===== config.mk =====
export PLATFORM = sky130hd
export DESIGN_NAME = mem_access_unit_flat
export DESIGN_NICKNAME = d
export VERILOG_FILES = /design/src/rtl/mem_access_unit_pkg.sv /design/src/rtl/mem_access_unit_if.sv /design/src/rtl/mem_access_unit_byte_lane.sv /design/src/rtl/mem_access_unit.sv /design/src/flat_wrapper.sv
export SDC_FILE = /design/constraint.sdc
export NUM_CORES = 1
export LEC_CHECK = 0
export CAP_MARGIN = 20
export CELL_PAD_IN_SITES_DETAIL_PLACEMENT = 0
export CELL_PAD_IN_SITES_GLOBAL_PLACEMENT = 2
export CORE_AREA = 3 3 169 138
export CTS_BUF_LIST = sky130_fd_sc_hd__clkbuf_8
export CTS_CLUSTER_DIAMETER = 30
export DETAILED_ROUTE_END_ITERATION = 8
export DIE_AREA = 0 0 172 141
export PLACE_DENSITY_LB_ADDON = 0.3
export SLEW_MARGIN = 20
export SYNTH_ARGS = -nofsm -noshare
export SYNTH_HDL_FRONTEND = slang
export SYNTH_HIERARCHICAL = 1
export SYNTH_SLANG_ARGS = --single-unit

===== constraint.sdc =====
create_clock -name clk -period 1.52 [get_ports clk]
set_input_delay 0.38 -clock clk [delete_from_list [all_inputs] [get_ports clk]]
set_output_delay 0.38 -clock clk [all_outputs]
set_load 0.1 [all_outputs]

===== src/rtl/mem_access_unit_pkg.sv =====
// Shared widths and access-size encodings for the memory access unit.
//   FULLW    : CPU/RAM data and address width
//   BYTEW    : width of one byte lane
//   MAU_BYTE : req_byte value selecting a byte access
//   MAU_WORD : req_byte value selecting a word access
package mem_access_unit_pkg;

  localparam int unsigned FULLW = 32;
  localparam int unsigned BYTEW = 8;

  localparam logic MAU_BYTE = 1'b1;
  localparam logic MAU_WORD = 1'b0;

endpackage


===== src/rtl/mem_access_unit_if.sv =====
// Bus bundle between CPU, memory access unit and block RAM.
//   req_*  : CPU request handshake and payload
//   resp_* : response handshake and payload back to the CPU
//   ram_*  : RAM d/ad/we/en port and its q return
// Modports: slave = the access unit, master = the CPU/RAM environment.
interface mem_access_unit_if;
  import mem_access_unit_pkg::*;

  logic             req_valid;
  logic             req_ready;
  logic             req_we;
  logic             req_byte;
  logic             req_signed;
  logic [FULLW-1:0] req_addr;
  logic [FULLW-1:0] req_wdata;

  logic             resp_valid;
  logic             resp_ready;
  logic [FULLW-1:0] resp_rdata;
  logic             resp_err;

  logic             ram_en;
  logic             ram_we;
  logic [FULLW-1:0] ram_ad;
  logic [FULLW-1:0] ram_d;
  logic [FULLW-1:0] ram_q;

  modport slave (
    input  req_valid, req_we, req_byte, req_signed, req_addr, req_wdata,
    output req_ready,
    output resp_valid, resp_rdata, resp_err,
    input  resp_ready,
    output ram_en, ram_we, ram_ad, ram_d,
    input  ram_q
  );

  modport master (
    output req_valid, req_we, req_byte, req_signed, req_addr, req_wdata,
    input  req_ready,
    input  resp_valid, resp_rdata, resp_err,
    output resp_ready,
    input  ram_en, ram_we, ram_ad, ram_d,
    output ram_q
  );

endinterface


===== src/rtl/mem_access_unit_byte_lane.sv =====
// Byte-lane helper for a big-endian RAM: the addressed byte sits in the MSB lane.
//   word_i   : word read from RAM
//   byte_i   : byte to be stored
//   signed_i : sign-extend (1) or zero-extend (0) the extracted byte
//   ext_o    : extracted MSB-lane byte, extended to a full word
//   merged_o : word_i with its MSB lane replaced by byte_i
module mem_byte_lane
  import mem_access_unit_pkg::*;
(
  input  logic [FULLW-1:0] word_i,
  input  logic [BYTEW-1:0] byte_i,
  input  logic             signed_i,
  output logic [FULLW-1:0] ext_o,
  output logic [FULLW-1:0] merged_o
);

  logic [BYTEW-1:0] lane;
  logic             fill;

  assign lane     = word_i[FULLW-1 -: BYTEW];
  assign fill     = signed_i & lane[BYTEW-1];
  assign ext_o    = {{(FULLW-BYTEW){fill}}, lane};
  assign merged_o = {byte_i, word_i[FULLW-BYTEW-1:0]};

endmodule


===== src/rtl/mem_access_unit.sv =====
// Load/store front end for a word-wide, byte-addressed block RAM.
// Accepts one request at a time, performs read-modify-write for byte stores
// and returns load data / completion through a response handshake.
//   clk, rst_n : clock, asynchronous active-low reset
//   bus        : request, response and RAM port bundle (slave modport)
module mem_access_unit
  import mem_access_unit_pkg::*;
#(
  parameter int unsigned ADDR_WIDTH = 8
) (
  input  logic               clk,
  input  logic               rst_n,
  mem_access_unit_if.slave   bus
);

  // Highest legal address: every access touches four bytes.
  localparam logic [FULLW-1:0] MAX_ADDR = FULLW'((64'd1 << ADDR_WIDTH) - 64'd4);

  typedef enum logic [2:0] {
    ST_IDLE    = 3'd0,
    ST_ACCESS  = 3'd1,
    ST_CAPTURE = 3'd2,
    ST_MERGE   = 3'd3,
    ST_RESP    = 3'd4
  } state_e;

  state_e           state_q, state_d;
  logic             we_q, we_d;
  logic             byte_q, byte_d;
  logic             signed_q, signed_d;
  logic [FULLW-1:0] addr_q, addr_d;
  logic [FULLW-1:0] wdata_q, wdata_d;
  logic [FULLW-1:0] rdata_q, rdata_d;
  logic             err_q, err_d;

  logic [FULLW-1:0] lane_ext;
  logic [FULLW-1:0] lane_merged;

  mem_byte_lane u_lane (
    .word_i   (bus.ram_q),
    .byte_i   (wdata_q[BYTEW-1:0]),
    .signed_i (signed_q),
    .ext_o    (lane_ext),
    .merged_o (lane_merged)
  );

  // State and request/response registers.
  always_ff @(posedge clk or negedge rst_n) begin
    if (!rst_n) begin
      state_q  <= ST_IDLE;
      we_q     <= 1'b0;
      byte_q   <= MAU_WORD;
      signed_q <= 1'b0;
      addr_q   <= '0;
      wdata_q  <= '0;
      rdata_q  <= '0;
      err_q    <= 1'b0;
    end else begin
      state_q  <= state_d;
      we_q     <= we_d;
      byte_q   <= byte_d;
      signed_q <= signed_d;
      addr_q   <= addr_d;
      wdata_q  <= wdata_d;
      rdata_q  <= rdata_d;
      err_q    <= err_d;
    end
  end

  // Next-state and state-decoded handshake/RAM outputs.
  always_comb begin
    state_d        = state_q;
    we_d           = we_q;
    byte_d         = byte_q;
    signed_d       = signed_q;
    addr_d         = addr_q;
    wdata_d        = wdata_q;
    rdata_d        = rdata_q;
    err_d          = err_q;
    bus.req_ready  = 1'b0;
    bus.resp_valid = 1'b0;
    bus.ram_en     = 1'b0;
    bus.ram_we     = 1'b0;
    bus.ram_ad     = '0;
    bus.ram_d      = '0;

    unique case (state_q)
      ST_IDLE: begin
        bus.req_ready = 1'b1;
        if (bus.req_valid) begin
          we_d     = bus.req_we;
          byte_d   = bus.req_byte;
          signed_d = bus.req_signed;
          addr_d   = bus.req_addr;
          wdata_d  = bus.req_wdata;
          rdata_d  = '0;
          if (bus.req_addr > MAX_ADDR) begin
            err_d   = 1'b1;
            state_d = ST_RESP;
          end else begin
            err_d   = 1'b0;
            state_d = ST_ACCESS;
          end
        end
      end

      ST_ACCESS: begin
        bus.ram_en = 1'b1;
        bus.ram_ad = addr_q;
        if (we_q && (byte_q == MAU_WORD)) begin
          bus.ram_we = 1'b1;
          bus.ram_d  = wdata_q;
          state_d    = ST_RESP;
        end else if (we_q) begin
          state_d = ST_MERGE;
        end else begin
          state_d = ST_CAPTURE;
        end
      end

      // RAM data from the ACCESS read is valid this cycle.
      ST_CAPTURE: begin
        rdata_d = (byte_q == MAU_BYTE) ? lane_ext : bus.ram_q;
        state_d = ST_RESP;
      end

      ST_MERGE: begin
        bus.ram_en = 1'b1;
        bus.ram_we = 1'b1;
        bus.ram_ad = addr_q;
        bus.ram_d  = lane_merged;
        state_d    = ST_RESP;
      end

      ST_RESP: begin
        bus.resp_valid = 1'b1;
        if (bus.resp_ready) begin
          rdata_d = '0;
          err_d   = 1'b0;
          state_d = ST_IDLE;
        end
      end

      default: state_d = ST_IDLE;
    endcase
  end

  assign bus.resp_rdata = rdata_q;
  assign bus.resp_err   = err_q;

endmodule

===== src/flat_wrapper.sv =====
// flat-port wrapper written by rule: the top's interface ports become plain ports
module mem_access_unit_flat import mem_access_unit_pkg::*;
#(
  parameter int unsigned ADDR_WIDTH = 8
)
  (clk, rst_n, bus_req_valid, bus_req_we, bus_req_byte, bus_req_signed, bus_req_addr, bus_req_wdata, bus_req_ready, bus_resp_valid, bus_resp_rdata, bus_resp_err, bus_resp_ready, bus_ram_en, bus_ram_we, bus_ram_ad, bus_ram_d, bus_ram_q);
  mem_access_unit_if bus_i ();
  input  logic clk;
  input  logic rst_n;
  input wire logic [$bits(bus_i.req_valid)-1:0] bus_req_valid;
  input wire logic [$bits(bus_i.req_we)-1:0] bus_req_we;
  input wire logic [$bits(bus_i.req_byte)-1:0] bus_req_byte;
  input wire logic [$bits(bus_i.req_signed)-1:0] bus_req_signed;
  input wire logic [$bits(bus_i.req_addr)-1:0] bus_req_addr;
  input wire logic [$bits(bus_i.req_wdata)-1:0] bus_req_wdata;
  output wire logic [$bits(bus_i.req_ready)-1:0] bus_req_ready;
  output wire logic [$bits(bus_i.resp_valid)-1:0] bus_resp_valid;
  output wire logic [$bits(bus_i.resp_rdata)-1:0] bus_resp_rdata;
  output wire logic [$bits(bus_i.resp_err)-1:0] bus_resp_err;
  input wire logic [$bits(bus_i.resp_ready)-1:0] bus_resp_ready;
  output wire logic [$bits(bus_i.ram_en)-1:0] bus_ram_en;
  output wire logic [$bits(bus_i.ram_we)-1:0] bus_ram_we;
  output wire logic [$bits(bus_i.ram_ad)-1:0] bus_ram_ad;
  output wire logic [$bits(bus_i.ram_d)-1:0] bus_ram_d;
  input wire logic [$bits(bus_i.ram_q)-1:0] bus_ram_q;
  assign bus_i.req_valid = bus_req_valid;
  assign bus_i.req_we = bus_req_we;
  assign bus_i.req_byte = bus_req_byte;
  assign bus_i.req_signed = bus_req_signed;
  assign bus_i.req_addr = bus_req_addr;
  assign bus_i.req_wdata = bus_req_wdata;
  assign bus_req_ready = bus_i.req_ready;
  assign bus_resp_valid = bus_i.resp_valid;
  assign bus_resp_rdata = bus_i.resp_rdata;
  assign bus_resp_err = bus_i.resp_err;
  assign bus_i.resp_ready = bus_resp_ready;
  assign bus_ram_en = bus_i.ram_en;
  assign bus_ram_we = bus_i.ram_we;
  assign bus_ram_ad = bus_i.ram_ad;
  assign bus_ram_d = bus_i.ram_d;
  assign bus_i.ram_q = bus_ram_q;
  mem_access_unit #(.ADDR_WIDTH(ADDR_WIDTH)) u_core (.clk(clk), .rst_n(rst_n), .bus(bus_i));
endmodule

**Word-level counts from Yosys, hierarchy flattened**

Cells that the tools add are included.

- $add $sub $neg: 0
- Multiply operators: 0
- Divide/modulo/power cells: 0
- Order comparisons: 1
- Eq/ne operators: 6
- Shifts and indexed selects: 0
- Mux-type cells: 22
- Bitwise operators: 2
- Reductions and logical operators: 10

Operators by type and width:

| kind | number |
|---|---|
| 32-bit 2-to-1 mux | 5 |
| 32-bit one-hot mux with 3 select lines | 1 |
| 32-bit one-hot mux with 2 select lines | 1 |
| 32-bit by 8-bit greater-than comparator with 1-bit output, second input constant | 1 |
| 3-bit 2-to-1 mux | 4 |
| 3-bit one-hot mux with 4 select lines | 1 |
| 1-bit 2-to-1 mux | 8 |
| 3-bit by 2-bit equality test with 1-bit output, second input constant | 2 |
| 3-bit AND reduction | 2 |
| 2-bit inequality test, second input constant | 2 |
| 1-bit one-hot mux with 2 select lines | 2 |
| 2-bit AND reduction | 2 |
| 2-bit OR reduction | 2 |
| 3-bit by 1-bit equality test with 1-bit output, second input constant | 1 |
| 3-bit equality test, second input constant | 1 |
| 3-bit logical NOT | 1 |
| 3-bit nonzero test | 1 |
| 2-bit nonzero test | 1 |
| 1-bit AND | 1 |
| 1-bit logical AND | 1 |
| 1-bit inverter | 1 |

- Bits in registers: 103
- Bits in latches: 0
- Memory bits (writable): 0
- Bits in read-only memories: 0
- Input bits: 103
- Output and inout bits: 101
- Memories kept: 0

**Depth between registers and ports, before layout**

Gate-level depths: netlist (run 1).

- Depth in word-level cells: 4
- Depth in mapped cells: 7
- Depth with buffers taken out: 6

**By module**

Netlist (run 1), hierarchy kept.

Modules (own cells, without submodules):

| module | times used | cells an instance | area each (um^2) |
|---|---|---|---|
| mem_access_unit | 1 | 395 | 5,175.0 |
| mem_byte_lane | 1 | 65 | 486.7 |

**Worst setup path before layout (run 1)**

Ideal clock, no wire load.

- Path kind: register to output
- Start: reg u_core.state_q[2]
- End: out bus_ram_ad[22]
- Arrival time: 2.546 ns
- Path slack: -1.406 ns
- Stages on the path, launching flop included: 5
- Cells stage by stage: dfrtp_1 > nand2b_2 > inv_2 > clkbuf_1 > and2_1

- Longest elaborated chain between the ends: 3
- Elaborated cells between the ends (all ways): 4
- Classes of those cells: eq/ne: 2; mux: 1; reduce/logical: 1

RTL lines:

| item | RTL line | text |
|---|---|---|
| start: declaration | mem_access_unit.sv:27 | `state_e state_q, state_d;` |
| start signal: assignment | mem_access_unit.sv:59 | `state_q <= state_d;` |
| 3-bit by 2-bit equality test with 1-bit output / 3-bit by 1-bit equality test with 1-bit output (equally long branches) | mem_access_unit.sv:87 | `unique case (state_q)` |
| 2-bit OR reduction (no line) * | - |  |
| 32-bit 2-to-1 mux * | mem_access_unit.sv:87 |  |
| end: declaration | flat_wrapper.sv:23 | `output wire logic [$bits(bus_i.ram_ad)-1:0] bus_ram_ad;` |

Every way passes the cells marked *; elsewhere a longest branch is shown, timed or not.

**Worst setup path in the final report (run 1)**

- Start: reg u_core.state_q[2]
- End: out bus_ram_d[10]

- Longest elaborated chain between the ends: 2
- Elaborated cells between the ends (all ways): 3
- Classes of those cells: eq/ne: 2; mux: 1

RTL lines:

| item | RTL line | text |
|---|---|---|
| 3-bit by 2-bit equality test with 1-bit output / 3-bit by 1-bit equality test with 1-bit output (equally long branches) | mem_access_unit.sv:87 |  |
| 32-bit one-hot mux with 2 select lines * | mem_access_unit.sv:87 |  |
| end: declaration | flat_wrapper.sv:24 | `output wire logic [$bits(bus_i.ram_d)-1:0] bus_ram_d;` |

Marked as above.

==> results.cfg, run 1 <==
[timing]
relSlewSlack_pct = 57.0
hold_violations = 0
finalWorstSetupSlack_ns = -0.636
rsz0062_at_grt = yes
slew_viol_final = 0
whs_ns = 0.512
final.min_clock_period_ns = 2.16
finalCritPeriodShare_pct = 142
setup_violations = 138
fin_skew_ns = 0.0130
worst_slew_pin_slew_ns = 0.645
fmax_mhz = 464

[layout]
final_cell_mix = buf_12 (118), clkdlybuf4s50_1 (101), dfrtp_1 (100), mux2_4 (67), buf_4 (54)
diodes = 0
seq_area_um2 = 2580
multi_input_area_um2 = 2730
final_common_cell = buf_12
drive_above_1_share_pct = 53.7
syn_to_final_growth_pct = 78.6
nFillCells = 1913
fin_nets = 778

[power_and_ir_drop]
clkPwrFrac_pct = 22.8
p_switching_mw = 2.24
p_total_mw = 7.41
power_leakage_nw = 4.54
swShare_pct = 30.3
p_int_mw = 5.17
power.density_nw_per_um2 = 733
ir_drop_v = 0.000414
seqPwrFrac_pct = 46.7
combPwrFrac_pct = 30.5

[synthesis]
ys_seq_area_share_pct = 45.5
yosys_register_bits = 103
synthAdderAreaFrac_pct = 0
syn_inst = 460
synth.cell_area_um2 = 5660
syn_avg_cell_area_um2 = 12.3
synth_async_sr_flop_share_pct = 100
yosys_warnings = 6
synth-simple-area-share_pct = 8.40
yosys-mux-area-fraction_pct = 23.4
synth_compound_area_share_pct = 8.91
synth_top_family_by_area = multiplexers
ys.flop_type = dfrtp_1
ys_types = 33
synth-xor-area-share_pct = 0
synth_fp_nets = 563
synth-edff-count = 0

[drt]
avgRoutedWirePerCell_um = 20.1
drtPass1Iterations = 4
num_vias = 4207
wl_mm = 19.2
drcViolationCount = 0
ant_nets = 0
viasPerCell = 4.41
drtIter0Drc = 169

[clock_tree]
clock-sinks = 103
numCtsBuffers = 9
clkTransAtPathRegs_ns = 0.10
clkLatencyLatePin_ns = 0.38
clock-root-buffer = clkbuf_8
clockBufferDepth = 2
cts_tree = yes
cts_htree_levels = 3

[die]
core_area_um2 = 21600
rows = 48
io_pins = 204
start_util_pct = 26.2
die-area_um2 = 24300
die_y_um = 141
dieWidth_um = 172

[critical_path]
cp_max_fo = 9
arrival_ns = 1.78
crit_type = reg2out
end_kind = output pin
setup.worst_path.start_class = register
worstPathRequired_ns = 1.14
r2r_cells = 8

[global_routing]
antenna_found_initial = 0
grt_max_degree = 58
grt_overflow = 0
grt_pass1_vias = 4520
grt_pass1_wl_mm = 28.1
top_usage_layer = met2
grtUsageTotal_pct = 15.4
grt_use_met3_pct = 4.46
grt_use_met2_pct = 24.7
use_met1_pct = 20.8

[outcome]
status = finished with violations
violations = negative setup slack

[placed_design]
place.gp.congestion = 0.777
dp_hpwl_mm = 12.8
io_buffers = 203

[worst_hold_path]
whs_path_depth = 1
hold_path_class = reg2reg

[run]
drv_cap = 0
## cell families (layout without fill, tap and decap cells)
kind of cell,count (synthesis),count (layout)
simple gates,89,89
flops,103,103
mux,99,99
compound gates,73,73
buf+inv,96,316
## cell type report
cell class | count | share of cell area [%]
Timing Repair Buffer | 298 | 42.2
Sequential cell | 103 | 25.5
Multi-Input combinational cell | 261 | 27.0
Inverter | 2 | 0.136
Clock inverter | 7 | 0.557
Clock buffer | 9 | 1.22
Tap cell | 275 | 3.40
## worst paths after layout
| path | start | end | slack, ns |
|---|---|---|---|
| worst max-delay path | u_core/state_q[2]$_DFFE_PN0P_ | bus_ram_d[10] | -0.64 |
| worst min-delay path | u_core/addr_q[22]$_DFFE_PN0P_ | u_core/addr_q[22]$_DFFE_PN0P_ | 0.51 |
| worst max register to register | u_core/state_q[0]$_DFFE_PN0P_ | u_core/wdata_q[20]$_DFFE_PN0P_ | -0.38 |
| worst min register to register | u_core/addr_q[22]$_DFFE_PN0P_ | u_core/addr_q[22]$_DFFE_PN0P_ | 0.51 |
| max in group asynchronous | rst_n | u_core/bus.resp_rdata[12]$_DFFE_PN0P_ | 0.68 |
| min in group asynchronous | rst_n | u_core/addr_q[24]$_DFFE_PN0P_ | 0.53 |
## timing repair
action	4_1_cts	5_1_grt
setup endpoints to repair	138	170
pin swaps	4	9
hold buffers	1	0
setup buffers	19	2
resized for setup	33	29
cloned	9	3
hold endpoints to repair	46	0
## cell usage after synthesis (2+ instances only)
| library cell | number | area share, % |
|---|---|---|
| nor4_1 | 6 | 0.66 |
| buf_12 | 8 | 2.8 |
| mux2_4 | 67 | 18 |
| buf_4 | 64 | 8.5 |
| o211ai_1 | 2 | 0.27 |
| mux2i_1 | 32 | 5.7 |
| nor2_1 | 3 | 0.20 |
| clkbuf_1 | 9 | 0.60 |
| nand4_1 | 2 | 0.22 |
| and2_1 | 34 | 3.8 |
| buf_2 | 7 | 0.62 |
| o21ai_1 | 13 | 1.1 |
| buf_6 | 5 | 0.99 |
| o21ai_0 | 21 | 1.9 |
| nand2_1 | 35 | 2.3 |
| dfrtp_1 | 103 | 46 |
| a22o_1 | 32 | 5.0 |
| and2_4 | 2 | 0.31 |
## through the flow
stage / std cells / setup WS [ns] / TNS (ns) / util (%) / instance area (µm²)
3_3_place_gp: 909 / -0.563 / -37.54 / 42.9 / 9270
5_1_grt: 955 / -0.693 / -69.09 / 46.8 / 10100
3_5_place_dp: 909 / -0.568 / -41.78 / 42.9 / 9270
2_1_floorplan: 460 / -0.731 / -65.52 / - / 6130
6_report: 955 / -0.636 / -62.20 / 46.8 / 10100
4_1_cts: 953 / -0.717 / -67.80 / 46.4 / 10000
## layer usage
layer | vias to the layer above | share of wire [%]
met4 | 0 | 0.98
met2 | 102 | 48
met1 | 2105 | 45
met5 | - | 0
met3 | 11 | 5.9
li1 | 1989 | -
## registers in the layout, summed over array words and instances (netlist names)
| signal | count |
|---|---|
| u_core/bus.resp_err | 1 |
| u_core/state_q | 3 |
| u_core/addr_q | 32 |
| u_core/wdata_q | 32 |
| u_core/signed_q | 1 |
| u_core/bus.resp_rdata | 32 |
| u_core/we_q | 1 |
| u_core/byte_q | 1 |
## power by group through the flow
stage          clock network (mW)  registers (mW)  logic (mW)
2_1_floorplan                   0            3.46        1.48
3_3_place_gp                    0            3.49        1.94
3_5_place_dp                    0            3.51        1.96
4_1_cts                      1.80            3.46        2.25
5_1_grt                      1.90            3.52        2.40
6_report                     1.69            3.46        2.26
## critical path: stages (launching register included)
cell and delay (ns):
dfrtp_1 0.40, nand2b_4 0.18, inv_4 0.04, and2_4 0.20, clkbuf_16 0.19, a22o_4 0.23
buf_12 0.16
Note: power is estimated with default switching activity, not from simulation.
==> run 2: changes to the inputs <==
--- a/config.mk
+++ b/config.mk
@@ -6,14 +6,13 @@
 export NUM_CORES = 1
 export LEC_CHECK = 0
 export CAP_MARGIN = 20
-export CELL_PAD_IN_SITES_DETAIL_PLACEMENT = 0
-export CELL_PAD_IN_SITES_GLOBAL_PLACEMENT = 2
-export CORE_AREA = 3 3 169 138
+export CORE_AREA = 3 3 147 120
 export CTS_BUF_LIST = sky130_fd_sc_hd__clkbuf_8
 export CTS_CLUSTER_DIAMETER = 30
 export DETAILED_ROUTE_END_ITERATION = 8
-export DIE_AREA = 0 0 172 141
+export DIE_AREA = 0 0 150 123
 export PLACE_DENSITY_LB_ADDON = 0.3
+export SETUP_SLACK_MARGIN = 0.5
 export SLEW_MARGIN = 20
 export SYNTH_ARGS = -nofsm -noshare
 export SYNTH_HDL_FRONTEND = slang
==> run 2 against run 1 <==
Compared with the run above:
- the flow still finishes with violations (negative setup slack)
- sequential share of layout area decreased by 0.057 points
- non-clock buffer count increased by 20
- first-iteration DRC count increased by 11%
- power increased by 1.0%
- register-to-register slack got worse by 0.20 ns
- count of clock-buffer cells in the layout increased by 2
- sequential power about the same
- sequential cell count unchanged
- global-route usage increased by 4.8 points
- die area decreased by 24%
- worst setup slack got worse by 0.080 ns
- clock power about the same
- largest power group unchanged
==> results.cfg, run 2 (synthesis results as in run 1) <==
[layout]
final_common_cell = buf_12
syn_to_final_growth_pct = 87.5
utilization_pct = 64.8
nFillCells = 1189
seq_area_um2 = 2700
multi_input_area_um2 = 2800
final_cell_mix = buf_12 (121), clkdlybuf4s50_1 (101), dfrtp_1 (68), mux2_4 (67), buf_4 (58)
fin_nets = 798
final_area_um2 = 10600
drive_above_1_share_pct = 61.7
diodes = 0

[outcome]
status = finished with violations
violations = negative setup slack

[power_and_ir_drop]
ir_drop_v = 0.000405
power.density_nw_per_um2 = 706
power_leakage_nw = 4.68

[timing]
finalCritPeriodShare_pct = 147
setup_tns_ns = -81.95
relSlewSlack_pct = 58.1
worst_slew_pin_slew_ns = 0.629
setup_violations = 170
final.min_clock_period_ns = 2.24
rsz0062_at_grt = yes
finalWorstSetupSlack_ns = -0.717
fin_skew_ns = 0.0188
hold_violations = 0
fmax_mhz = 447
slew_viol_final = 0

[critical_path]
crit_family = buffers and inverters
cp.buffers_inverters = 3
worstPathRequired_ns = 1.14
cp_common_cell = buf_12
r2r_start = u_core/state_q[1]$_DFFE_PN0P_
crit_path_top_delay_cell = dfrtp_1
max_stage_delay_ns = 0.37
crit_path_cell_trace = nand2b_4 > nor2_4 > and2_4 > buf_12 > clkbuf_16 > a22o_4 > buf_12
cp_max_fo = 5
r2r_cells = 11
rr_endpoint = u_core/wdata_q[21]$_DFFE_PN0P_
timing.reg2reg.setup_slack_ns = -0.58
end_kind = output pin
setup.worst_path.start_class = register
arrival_ns = 1.86
crit_type = reg2out

[die]
start_util_pct = 34.5
rows = 42
core_area_um2 = 16400
die_y_um = 123
io_pins = 204
dieWidth_um = 150
die-area_um2 = 18500

[placed_design]
place.gp.congestion = 0.783
io_buffers = 203
dp_hpwl_mm = 12.4
placed_cell_area_um2 = 9360

[run]
drv_cap = 0

[global_routing]
grt_max_degree = 51
grtUsageTotal_pct = 20.2
grt_overflow = 0
antenna_found_initial = 1
grt_pass1_vias = 4853
grt_pass1_wl_mm = 28.5

[worst_hold_path]
hold_path_class = in2async

[clock_tree]
clock-sinks = 103
clockBufferDepth = 2
clkLatencyLatePin_ns = 0.38
numCtsBuffers = 9
cts_tree = yes
clkTransAtPathRegs_ns = 0.11
cts_htree_levels = 3
clock-root-buffer = clkbuf_8

[drt]
wl_mm = 19.1
drtIter0Drc = 187
avgRoutedWirePerCell_um = 20.8
viasPerCell = 4.79
drtPass1Iterations = 4
ant_nets = 0
num_vias = 4407
drcViolationCount = 0
-- run 2: cell types whose count changed in the layout (fill, tap and decap cells not counted), moves of 2 or more --
cell,previous run,this run
buf_12,118,121
buf_6,10,14
clkbuf_8,9,11
o21ai_4,0,2
o21ai_1,21,13
o21ai_2,7,19
buf_16,10,17
dfrtp_4,0,33
clkinvlp_4,1,3
dfrtp_1,100,68
clkinv_2,2,0
buf_4,54,58
o21ai_0,6,0
-- run 2: metrics by stage --
stage / power, mW / worst slack, ns / instances / hold WS, ns
after floorplan: 4.97 / -0.731 / 460 / 0.0844
after global placement: 5.40 / -0.482 / 856 / 0.269
after detailed placement: 5.47 / -0.508 / 856 / 0.274
after CTS: 7.52 / -0.729 / 911 / 0.404
after global routing: 7.83 / -0.776 / 920 / 0.401
final: 7.49 / -0.717 / 920 / 0.409
-- run 2: power breakdown --
part / total [mW] / internal (mW) / leakage, nW / switching (mW)
Sequential: 3.48 / 3.15 / 1.21 / 0.327
Combinational: 2.30 / 1.41 / 3.37 / 0.892
Clock: 1.71 / 0.698 / 0.0922 / 1.01
Total: 7.49 / 5.26 / 4.68 / 2.23
-- run 2: worst register-to-register path, cell delays in order (launching register included) --
cell and delay, ns:
dfrtp_1 0.43, buf_4 0.15, buf_6 0.10, buf_6 0.13, nor3_4 0.15, buf_4 0.13
and2_4 0.16, buf_6 0.10, buf_6 0.12, buf_12 0.10, buf_12 0.12, mux2_4 0.31
-- run 2: cell type report --
class	instances	share of cell area, %
tap	220	2.59
multi-input combinational	261	26.3
clock inverter	5	0.389
timing repair buffer	318	43.6
sequential	103	25.5
inverter	2	0.130
clock buffer	11	1.43
-- run 2: how the worst max path moves through the flow --
stage / from / end / slack [ns] / cells past startpoint
floorplan: u_core/state_q[0]$_DFFE_PN0P_ / u_core/addr_q[0]$_DFFE_PN0P_ / -0.73 / 5
global placement: bus_req_addr[12] / u_core/state_q[2]$_DFFE_PN0P_ / -0.48 / 6
detailed placement: bus_req_addr[12] / u_core/state_q[2]$_DFFE_PN0P_ / -0.51 / 6
CTS: u_core/state_q[0]$_DFFE_PN0P_ / bus_ram_d[2] / -0.73 / 6
global route: u_core/state_q[0]$_DFFE_PN0P_ / bus_ram_d[30] / -0.78 / 7
finish: u_core/state_q[2]$_DFFE_PN0P_ / bus_ram_d[30] / -0.72 / 7
-- run 2: per-layer routing --
layer | vias to the layer above | track usage [%] | wire length [µm]
li1 | 2030 | - | -
met1 | 2225 | 26.5 | 8100
met2 | 132 | 33.4 | 9340
met3 | 18 | 5.83 | 1460
met4 | 2 | 4.46 | 205
met5 | - | 0 | 13
-- run 2: timing repair --
item | CTS | global route
buffers inserted | 23 | 5
setup endpoints to repair | 203 | 249
endpoints found under the hold margin | 14 | 0
pin swaps | 14 | 5
cloned | 15 | 4
hold buffers | 1 | 0
gates resized for setup | 72 | 15
==> run 3: changes to the inputs <==
--- a/config.mk
+++ b/config.mk
@@ -6,11 +6,11 @@
 export NUM_CORES = 1
 export LEC_CHECK = 0
 export CAP_MARGIN = 20
-export CORE_AREA = 3 3 147 120
+export CORE_AREA = 2 2 133 109
 export CTS_BUF_LIST = sky130_fd_sc_hd__clkbuf_8
 export CTS_CLUSTER_DIAMETER = 30
 export DETAILED_ROUTE_END_ITERATION = 8
-export DIE_AREA = 0 0 150 123
+export DIE_AREA = 0 0 135 111
 export PLACE_DENSITY_LB_ADDON = 0.3
 export SETUP_SLACK_MARGIN = 0.5
 export SLEW_MARGIN = 20
==> run 3 against run 2 <==
Compared with the run above:
- the flow still finishes with violations (negative setup slack)
- worst hold slack improved by 0.11 ns
- first-iteration DRC count increased by 13%
- sequential power about the same
- design area decreased by 0.72%
- count of clock-buffer cells in the layout decreased by 2
- sequential cell count unchanged
- critical path depth unchanged
- wire length decreased by 0.33%
- final cell count decreased by 3.8%
- largest cell class unchanged
==> results.cfg, run 3 (synthesis results as in run 1) <==
[outcome]
status = finished with violations
violations = negative setup slack

[global_routing]
top_usage_layer = met2
grt_pass1_wl_mm = 28.6
grt_use_met3_pct = 7.27
grt_pass1_vias = 4891
use_met1_pct = 32.0
grtUsageTotal_pct = 24.9
grt_use_met2_pct = 41.9
grt_max_degree = 62
antenna_found_initial = 0
grt_overflow = 0

[layout]
final_common_cell = buf_12
syn_to_final_growth_pct = 86.2
layoutNonFillerInstCount = 885
drive_above_1_share_pct = 63.6
final_cell_mix = buf_12 (120), clkdlybuf4s50_1 (101), dfrtp_1 (68), mux2_4 (67), buf_4 (61)
diodes = 0
nFillCells = 831
fin_nets = 799

[drt]
drcViolationCount = 0
avgRoutedWirePerCell_um = 21.5
num_vias = 4481
drtPass1Iterations = 4
wl_mm = 19.0
ant_nets = 0
drtIter0Drc = 212
viasPerCell = 5.06

[power_and_ir_drop]
seqPwrFrac_pct = 45.4
combPwrFrac_pct = 31.8
ir_drop_v = 0.000519
power_leakage_nw = 4.70
swShare_pct = 29.7
clkPwrFrac_pct = 22.7
p_switching_mw = 2.28
p_int_mw = 5.39
power.density_nw_per_um2 = 728

[placed_design]
dp.cells = 810
place.gp.congestion = 0.790
io_buffers = 203
dp_hpwl_mm = 12.0
dp_slack_ns = -0.446

[worst_hold_path]
min_from = u_core/addr_q[13]$_DFFE_PN0P_
worst_hold_path.endpoint = u_core/addr_q[13]$_DFFE_PN0P_
whs_path_depth = 1
hold_path_class = reg2reg

[critical_path]
worstPathRequired_ns = 1.14
r2r_cells = 9
r2r_start = u_core/state_q[1]$_DFFE_PN0P_
cp_max_fo = 9
timing.reg2reg.setup_slack_ns = -0.51
crit_type = reg2out
end_kind = output pin
rr_endpoint = u_core/wdata_q[27]$_DFFE_PN0P_
setup.worst_path.start_class = register
arrival_ns = 1.84

[clock_tree]
numCtsBuffers = 9
clock-sinks = 103
cts_htree_levels = 3
clkTransAtPathRegs_ns = 0.10
clock-root-buffer = clkbuf_8
clockBufferDepth = 2
clkLatencyLatePin_ns = 0.37
cts_tree = yes

[die]
dieWidth_um = 135
core_area_um2 = 13900
die_y_um = 111
rows = 39
io_pins = 204
die-area_um2 = 15000
start_util_pct = 40.9

[timing]
hold_violations = 0
relSlewSlack_pct = 58.4
finalWorstSetupSlack_ns = -0.701
finalCritPeriodShare_pct = 146
rsz0062_at_grt = yes
final.min_clock_period_ns = 2.22
fmax_mhz = 450
fin_skew_ns = 0.0125
worst_slew_pin_slew_ns = 0.624
setup_violations = 170
slew_viol_final = 0

[run]
drv_cap = 0
run 3: cell types whose count changed in the layout (fill, tap and decap cells not counted), sizes merged:
cell / change
clkbuf: -2
inv: +2
and2: +1
bufinv: +1
clkinv: -1
run 3: power by group through the flow:
stage	clock, mW	combinational [mW]	sequential (mW)
3_5_place_dp	0	1.94	3.53
3_3_place_gp	0	1.89	3.49
2_1_floorplan	0	1.51	3.46
6_report	1.74	2.44	3.49
5_1_grt	1.89	2.57	3.53
4_1_cts	1.78	2.34	3.47
run 3: how the worst max path moves through the flow:
| stage | depth (start not counted) | startpoint | endpoint |
|---|---|---|---|
| 3_3_place_gp | 6 | bus_req_addr[12] | u_core/state_q[2]$_DFFE_PN0P_ |
| 5_1_grt | 7 | u_core/state_q[2]$_DFFE_PN0P_ | bus_ram_d[13] |
| 3_5_place_dp | 6 | bus_req_addr[12] | u_core/state_q[2]$_DFFE_PN0P_ |
| 4_1_cts | 7 | u_core/state_q[0]$_DFFE_PN0P_ | bus_ram_d[9] |
| 6_report | 7 | u_core/state_q[0]$_DFFE_PN0P_ | bus_ram_d[9] |
| 2_1_floorplan | 5 | u_core/state_q[0]$_DFFE_PN0P_ | u_core/addr_q[0]$_DFFE_PN0P_ |
run 3: final cells by class:
| class | instances | area (µm²) | share of cell area (%) |
|---|---|---|---|
| clock buffer | 9 | 124 | 1.18 |
| clock inverter | 7 | 66.3 | 0.629 |
| sequential | 103 | 2700 | 25.6 |
| multi-input combinational | 262 | 2870 | 27.3 |
| tap | 184 | 230 | 2.18 |
| inverter | 2 | 13.8 | 0.131 |
| timing repair buffer | 318 | 4530 | 43.0 |
run 3: critical path: stages (launching register included):
cell and delay, ns:
dfrtp_2 0.44, nand2b_4 0.10, nor2_2 0.05, and2_4 0.19, buf_12 0.13, buf_12 0.14, a22o_4 0.26, buf_12 0.16
run 3: routing by layer:
layer | routed length [µm] | vias to the layer above
met3 | 1210 | 18
met2 | 9410 | 142
met5 | 0 | -
met1 | 8200 | 2293
li1 | - | 2028
met4 | 224 | 0
run 3: timing repair:
action | CTS | global route
resized for setup | 47 | 61
endpoints found under the setup margin | 203 | 204
setup buffers | 19 | 20
hold buffers | 1 | 0
hold endpoints to repair | 26 | 0
gates cloned | 13 | 6
pin swaps | 4 | 14
run 3: metrics by stage:
stage	TNS (ns)	power, mW	instance area, µm²	hold WS [ns]	util [%]
floorplan	-65.47	4.97	6290	0.0844	-
global placement	-29.39	5.38	9240	0.394	66.6
detailed placement	-33.48	5.47	9240	0.405	66.6
CTS	-62.45	7.59	10100	0.526	72.8
global route	-85.13	7.99	10500	0.546	76.1
finish	-75.87	7.67	10500	0.519	76.1
